**config.mk**
```make
export PLATFORM = sky130hd
export DESIGN_NAME = lru_state_tracker_flat
export DESIGN_NICKNAME = d
export VERILOG_FILES = /design/src/rtl/lru_state_tracker_if.sv /design/src/rtl/lru_state_tracker.sv /design/src/flat_wrapper.sv
export SDC_FILE = /design/constraint.sdc
export NUM_CORES = 2
export LEC_CHECK = 0
export CAP_MARGIN = 0
export CORE_MARGIN = 3
export CORE_UTILIZATION = 45
export DETAILED_ROUTE_END_ITERATION = 7
export PLACE_DENSITY = 0.62
export SLEW_MARGIN = 20
export SYNTH_ARGS = -nofsm -noshare
export SYNTH_HDL_FRONTEND = slang
export SYNTH_SLANG_ARGS = --single-unit
```
**constraint.sdc**
```tcl
create_clock -name clk -period 31.8 [get_ports clk]
set_input_delay 9.54 -clock clk [delete_from_list [all_inputs] [get_ports clk]]
set_output_delay 9.54 -clock clk [all_outputs]
set_load 0.03 [all_outputs]
```
**src/rtl/lru_state_tracker_if.sv**
```systemverilog
// rtl/lru_state_tracker_if.sv - update/query/flush bundle for the LRU state tracker
//
// Signals:
//   upd_valid/upd_ready   update handshake, accepted when both high at an edge
//   upd_op                00 hit, 01 fill, 10 invalidate, 11 reserved
//   upd_index/upd_way     target set and way of the update
//   upd_err               one-cycle pulse after a hit/invalidate on an invalid way
//   q_index               query set, sampled every edge
//   q_victim_way          victim way of the set sampled on the previous edge
//   q_valid_mask          valid bits of that set (bit i = way i)
//   flush_req/flush_busy  start a clearing sweep / sweep in progress
// Modports: master drives requests, slave is the tracker.
interface lru_state_tracker_if #(
  parameter int INDEX_BITS = 8,
  parameter int WAYS       = 4,
  parameter int WAY_BITS   = 2
);
  logic                  upd_valid;
  logic                  upd_ready;
  logic [1:0]            upd_op;
  logic [INDEX_BITS-1:0] upd_index;
  logic [WAY_BITS-1:0]   upd_way;
  logic                  upd_err;
  logic [INDEX_BITS-1:0] q_index;
  logic [WAY_BITS-1:0]   q_victim_way;
  logic [WAYS-1:0]       q_valid_mask;
  logic                  flush_req;
  logic                  flush_busy;

  modport master (
    output upd_valid, upd_op, upd_index, upd_way, q_index, flush_req,
    input  upd_ready, upd_err, q_victim_way, q_valid_mask, flush_busy
  );

  modport slave (
    input  upd_valid, upd_op, upd_index, upd_way, q_index, flush_req,
    output upd_ready, upd_err, q_victim_way, q_valid_mask, flush_busy
  );
endinterface

```
**src/rtl/lru_state_tracker.sv**
```systemverilog
// rtl/lru_state_tracker.sv - per-set valid/age replacement state with victim query and clearing sweep
//
// Ports:
//   clk   sole clock, rising edge
//   rst   synchronous active-high reset; restarts the clearing sweep at set 0
//   bus   lru_state_tracker_if.slave (update handshake, query, flush)
module lru_state_tracker #(
  parameter int CACHE_LINES = 256,
  parameter int INDEX_BITS  = 8,
  parameter int WAYS        = 4,
  parameter int WAY_BITS    = 2
) (
  input logic                clk,
  input logic                rst,
  lru_state_tracker_if.slave bus
);

  typedef enum logic {SWEEP, IDLE} state_t;

  state_t                        r_state;
  logic [INDEX_BITS-1:0]         r_sweep_cnt;
  logic [WAYS-1:0]               r_valid [CACHE_LINES];
  logic [WAYS-1:0][WAY_BITS-1:0] r_age   [CACHE_LINES];
  logic                          r_upd_err;
  logic [WAY_BITS-1:0]           r_victim;
  logic [WAYS-1:0]               r_mask;

  logic                          w_ready;
  logic                          w_accept;
  logic [WAYS-1:0]               w_cur_valid;
  logic [WAYS-1:0][WAY_BITS-1:0] w_cur_age;
  logic                          w_tgt_valid;
  logic [WAY_BITS-1:0]           w_tgt_age;
  logic [WAYS-1:0]               w_nxt_valid;
  logic [WAYS-1:0][WAY_BITS-1:0] w_nxt_age;
  logic                          w_err;
  logic [WAYS-1:0]               w_q_valid;
  logic [WAYS-1:0][WAY_BITS-1:0] w_q_age;
  logic [WAY_BITS-1:0]           w_victim;

  // rst is folded in so the handshake stays closed while reset is held.
  assign w_ready  = (r_state == IDLE) && !bus.flush_req && !rst;
  assign w_accept = bus.upd_valid && w_ready;

  assign bus.upd_ready    = w_ready;
  assign bus.upd_err      = r_upd_err;
  assign bus.q_victim_way = r_victim;
  assign bus.q_valid_mask = r_mask;
  assign bus.flush_busy   = (r_state == SWEEP);

  // Next state of the targeted set. Ages stay a permutation of 0..k-1
  // over the valid ways.
  assign w_cur_valid = r_valid[bus.upd_index];
  assign w_cur_age   = r_age[bus.upd_index];
  assign w_tgt_valid = w_cur_valid[bus.upd_way];
  assign w_tgt_age   = w_cur_age[bus.upd_way];

  always_comb begin
    w_nxt_valid = w_cur_valid;
    w_nxt_age   = w_cur_age;
    w_err       = 1'b0;
    case (bus.upd_op)
      2'b00, 2'b01: begin
        if (w_tgt_valid) begin
          // Hit, or fill of an already-valid way: promote to MRU.
          for (int i = 0; i < WAYS; i++) begin
            if (w_cur_valid[i] && (w_cur_age[i] < w_tgt_age))
              w_nxt_age[i] = w_cur_age[i] + WAY_BITS'(1);
          end
          w_nxt_age[bus.upd_way] = '0;
        end else if (bus.upd_op == 2'b01) begin
          for (int i = 0; i < WAYS; i++) begin
            if (w_cur_valid[i])
              w_nxt_age[i] = w_cur_age[i] + WAY_BITS'(1);
          end
          w_nxt_valid[bus.upd_way] = 1'b1;
          w_nxt_age[bus.upd_way]   = '0;
        end else begin
          w_err = 1'b1;
        end
      end
      2'b10: begin
        if (w_tgt_valid) begin
          // Close the gap left by the removed rank.
          for (int i = 0; i < WAYS; i++) begin
            if (w_cur_valid[i] && (w_cur_age[i] > w_tgt_age))
              w_nxt_age[i] = w_cur_age[i] - WAY_BITS'(1);
          end
          w_nxt_valid[bus.upd_way] = 1'b0;
        end else begin
          w_err = 1'b1;
        end
      end
      default: ;
    endcase
  end

  // Victim: lowest-numbered invalid way, else the way holding the oldest rank.
  assign w_q_valid = r_valid[bus.q_index];
  assign w_q_age   = r_age[bus.q_index];

  always_comb begin
    w_victim = '0;
    if (&w_q_valid) begin
      for (int i = 0; i < WAYS; i++) begin
        if (w_q_age[i] == WAY_BITS'(WAYS - 1))
          w_victim = WAY_BITS'(i);
      end
    end else begin
      for (int i = WAYS - 1; i >= 0; i--) begin
        if (!w_q_valid[i])
          w_victim = WAY_BITS'(i);
      end
    end
  end

  always_ff @(posedge clk) begin
    if (rst) begin
      r_state     <= SWEEP;
      r_sweep_cnt <= '0;
      r_upd_err   <= 1'b0;
      r_victim    <= '0;
      r_mask      <= '0;
    end else begin
      r_upd_err <= w_accept && w_err;
      if (r_state == SWEEP) begin
        r_victim <= '0;
        r_mask   <= '0;
      end else begin
        r_victim <= w_victim;
        r_mask   <= w_q_valid;
      end
      case (r_state)
        SWEEP: begin
          r_sweep_cnt <= r_sweep_cnt + INDEX_BITS'(1);
          if (r_sweep_cnt == INDEX_BITS'(CACHE_LINES - 1))
            r_state <= IDLE;
        end
        IDLE: begin
          if (bus.flush_req) begin
            r_state     <= SWEEP;
            r_sweep_cnt <= '0;
          end
        end
        default: r_state <= SWEEP;
      endcase
    end
  end

  // Replacement storage is not reset directly; the sweep clears it.
  always_ff @(posedge clk) begin
    if (!rst) begin
      if (r_state == SWEEP) begin
        r_valid[r_sweep_cnt] <= '0;
        r_age[r_sweep_cnt]   <= '0;
      end else if (w_accept) begin
        r_valid[bus.upd_index] <= w_nxt_valid;
        r_age[bus.upd_index]   <= w_nxt_age;
      end
    end
  end

endmodule
```
**src/flat_wrapper.sv**
```systemverilog
// flat-port wrapper written by rule: the top's interface ports become plain ports
module lru_state_tracker_flat 
#(
  parameter int CACHE_LINES = 256,
  parameter int INDEX_BITS  = 8,
  parameter int WAYS        = 4,
  parameter int WAY_BITS    = 2
)
  (clk, rst, bus_upd_valid, bus_upd_op, bus_upd_index, bus_upd_way, bus_q_index, bus_flush_req, bus_upd_ready, bus_upd_err, bus_q_victim_way, bus_q_valid_mask, bus_flush_busy);
  lru_state_tracker_if #(.INDEX_BITS(INDEX_BITS), .WAYS(WAYS), .WAY_BITS(WAY_BITS)) bus_i ();
  input logic clk;
  input logic rst;
  input wire logic [$bits(bus_i.upd_valid)-1:0] bus_upd_valid;
  input wire logic [$bits(bus_i.upd_op)-1:0] bus_upd_op;
  input wire logic [$bits(bus_i.upd_index)-1:0] bus_upd_index;
  input wire logic [$bits(bus_i.upd_way)-1:0] bus_upd_way;
  input wire logic [$bits(bus_i.q_index)-1:0] bus_q_index;
  input wire logic [$bits(bus_i.flush_req)-1:0] bus_flush_req;
  output wire logic [$bits(bus_i.upd_ready)-1:0] bus_upd_ready;
  output wire logic [$bits(bus_i.upd_err)-1:0] bus_upd_err;
  output wire logic [$bits(bus_i.q_victim_way)-1:0] bus_q_victim_way;
  output wire logic [$bits(bus_i.q_valid_mask)-1:0] bus_q_valid_mask;
  output wire logic [$bits(bus_i.flush_busy)-1:0] bus_flush_busy;
  assign bus_i.upd_valid = bus_upd_valid;
  assign bus_i.upd_op = bus_upd_op;
  assign bus_i.upd_index = bus_upd_index;
  assign bus_i.upd_way = bus_upd_way;
  assign bus_i.q_index = bus_q_index;
  assign bus_i.flush_req = bus_flush_req;
  assign bus_upd_ready = bus_i.upd_ready;
  assign bus_upd_err = bus_i.upd_err;
  assign bus_q_victim_way = bus_i.q_victim_way;
  assign bus_q_valid_mask = bus_i.q_valid_mask;
  assign bus_flush_busy = bus_i.flush_busy;
  lru_state_tracker #(.CACHE_LINES(CACHE_LINES), .INDEX_BITS(INDEX_BITS), .WAYS(WAYS), .WAY_BITS(WAY_BITS)) u_core (.clk(clk), .rst(rst), .bus(bus_i));
endmodule
```
==> impl_metrics.csv <==
group,metric,value,unit
global_route,grt_pass1_vias,78223,
synthesis,synth_area,137000,sq um
pwr,power.switching,1.87,mW
cts,numCtsBuffers,328,
setup_path,slowest_stage,"clkdlybuf4s50_1",
finish,final_cell_mix,"3072 x edfxtp_1, 1224 x mux4_2, 507 x nand2_1, 434 x nand3_1, 429 x o21ai_0",
cts,postCtsSetupBuffers,0,
die,die_w,559,um
pwr,pwr-share-comb,5.1,%
timing,maxSlewViolCount,0,
setup_path,crit_buf_inv,2,
finish,nNetsFinal,7582,
cts,cts_hold_buf,0,
synthesis,synthesis.nets,7353,
pwr,swShare,21.7,%
cts,tritoncts,"built",
placement,io_buffers,32,
route,drt_iter0_drc,11802,
global_route,grt_usage,27.9,%
synthesis,synthArstFlopShare,0,%
route,vias,79671,
pwr,clockPowerShare,43.7,%
global_route,grt_overflow,0,
route,drt-vias-per-instance,6.75,
setup_path,slowest_delay,730,ps
setup_path,startpoint_type,"primary input",
setup_path,required,22260,ps
finish,layout_commonest_cell,"edfxtp_1",
flow_run,drv_cap,0,
finish,drive_gt1_share,28.8,%
synthesis,yosys_warnings,0,
setup_path,cp_max_fo,12,
timing,rsz0062_at_grt,"false",
cts,root_buffer,"clkbuf_16",
cts,clkTransAtPathRegs,60,ps
placement,gp_congestion,0.984,
timing,skew,68.4,ps
finish,stdcell_count,11807,
hold_path,hold_class,"reg -> reg",
pwr,internal_power,6.73,mW
cts,clk_latency,910,ps
timing,tns,0,ps
timing,max_freq,47.7,MHz
route,wl_per_cell,37.1,um
synthesis,ys_types,93,
setup_path,path_cells,"clkdlybuf4s50_1 > nand2b_1 > nor2_1 > clkdlybuf4s50_1",
setup_path,end_kind,"primary output",
cts,cts.sinks,3088,
cts,post_cts_resized,0,
die,die_h,559,um
synthesis,synth_edf_count,3072,
setup_path,crit_type,"in -> out",
placement,placed_cells,11193,
timing,finalSetupViolations,0,
synthesis,synth_ff_type,"edfxtp_1",
timing,worst_pin_slew,1150,ps
timing,min_period,20960,ps
synthesis,ys_seq_area_share,67.4,%
route,dr.pass1.iters,8,
timing,hold_viol_final,0,
setup_path,cp.arrival,11420,ps
setup_path,path_delay_family,"buffers and inverters",
die,placementRows,202,
pwr,seq_power_share,51.3,%
finish,area_growth,11.9,%
die,die_area,312000,sq um
timing,timing.hold.ws,568,ps
global_route,antenna_found_initial,36,
pwr,ir_drop,43.7,uV
global_route,grt_pass1_wl,610,mm
pwr,power.total,8.60,mW
finish,fillers,24073,
global_route,grt_max_degree,177,
route,drc,0,
die,core_area,303000,sq um
pwr,power_leakage,52.3,nW
pwr,power.density,55.9,nW/um^2
die,ios,33,
setup_path,r2r_slack,24210,ps
die,start_util,45.3,%
finish,final_util,50.7,%
synthesis,ys_ff_latch,3088,
timing,fin_crit_sh,65.9,%
route,antenna_left,0,
placement,dp.final_hpwl,277,mm
route,wl,438,mm
timing,slew_headroom,23.5,%
cts,cts_buffer_depth,4,
cts,ctsHtreeMaxLevel,5,
synthesis,avgSynthCellArea,18.8,sq um
synthesis,postSynthCellCount,7320,
outcome,status,"completed",
setup_path,crit_top_cell,"clkdlybuf4s50_1",
[power by group through the flow]
stage               Combinational, mW  Sequential (mW)  Clock (mW)
finish                          0.437             4.41        3.76
global route                    0.449             4.41        3.97
CTS                             0.430             4.41        3.80
detailed placement              0.429             4.50           0
global placement                0.428             4.50           0
floorplan                       0.277             4.50           0
[synth_stat cells (all sizes together) (26+ instances only)]
library cell	count	area share (%)
a22oi	107	0.59
mux4	1266	21
nand3	436	1.6
mux2i	179	1.3
a31oi	26	0.12
nor2	338	0.92
buf	257	1.4
a21oi	82	0.30
edfxtp	3072	67
o21ai	436	1.6
o22ai	28	0.13
clkbuf	246	0.68
nand2	527	1.4
[cell type report]
cell class	count	area, sq um	area share, %
multi-input combinational	3705	42400	27.6
sequential	3088	92600	60.2
clock buffer	393	8590	5.59
antenna	29	72.6	0.0472
timing repair buffer	402	3290	2.14
tap	3978	4980	3.24
clock inverter	188	1770	1.15
inverter	24	97.6	0.0635
[cells by family after synthesis]
| logic type | synth area share (%) |
|---|---|
| DFF | 67.4 |
| muxes | 22.4 |
| and+or+nand+nor | 4.55 |
| AOI/OAI and AO/OA | 3.52 |
| buffers and inverters | 2.11 |
| adders and majority gates | 0.0820 |
| xor gates and xnor gates | 0.00638 |
[sequential cells by signal, summed over array words and instances, names as in the netlist]
| register | count |
|---|---|
| u_core.r_age | 2048 |
| u_core.r_state | 1 |
| u_core.bus.upd_err | 1 |
| u_core.r_sweep_cnt | 8 |
| u_core.r_valid | 1024 |
| u_core.bus.q_victim_way | 2 |
| u_core.bus.q_valid_mask | 4 |
[per-layer routing]
| layer | global-route usage, % | wire [um] | vias to the layer above |
|---|---|---|---|
| met2 | 42.7 | 203000 | 5182 |
| met3 | 6.65 | 48400 | 1003 |
| li1 | - | - | 31212 |
| met4 | 15.0 | 26400 | 8 |
| met5 | 0 | 56 | - |
| met1 | 37.2 | 160000 | 42266 |
[final timing paths]
path | end | depth (start not counted) | start
setup / recovery | bus_upd_ready | 4 | rst
hold / removal | u_core.r_sweep_cnt[3] | 2 | u_core.r_sweep_cnt[3]
setup reg to reg | u_core.r_age[55][3] | 15 | u_core.r_age[1][7]
hold reg to reg | u_core.r_sweep_cnt[3] | 2 | u_core.r_sweep_cnt[3]
[metrics by stage]
step | area [sq um] | worst slack (ps)
CTS | 154000 | 10850
global route | 154000 | 10740
global placement | 143000 | 10830
finish | 154000 | 10840
detailed placement | 143000 | 10850
floorplan | 137000 | 1740
[worst register-to-register path, delay by kind of cell (launching register included)]
family                     cells  cell delay [ps]
AOI/OAI and AO/OA              6             2970
buffers and inverters          2             1510
adders and majority gates      1              360
and+or+nand+nor                2              720
muxes                          4             1230
DFF                            1              350
No activity file was read; power rests on OpenSTA's default activity.
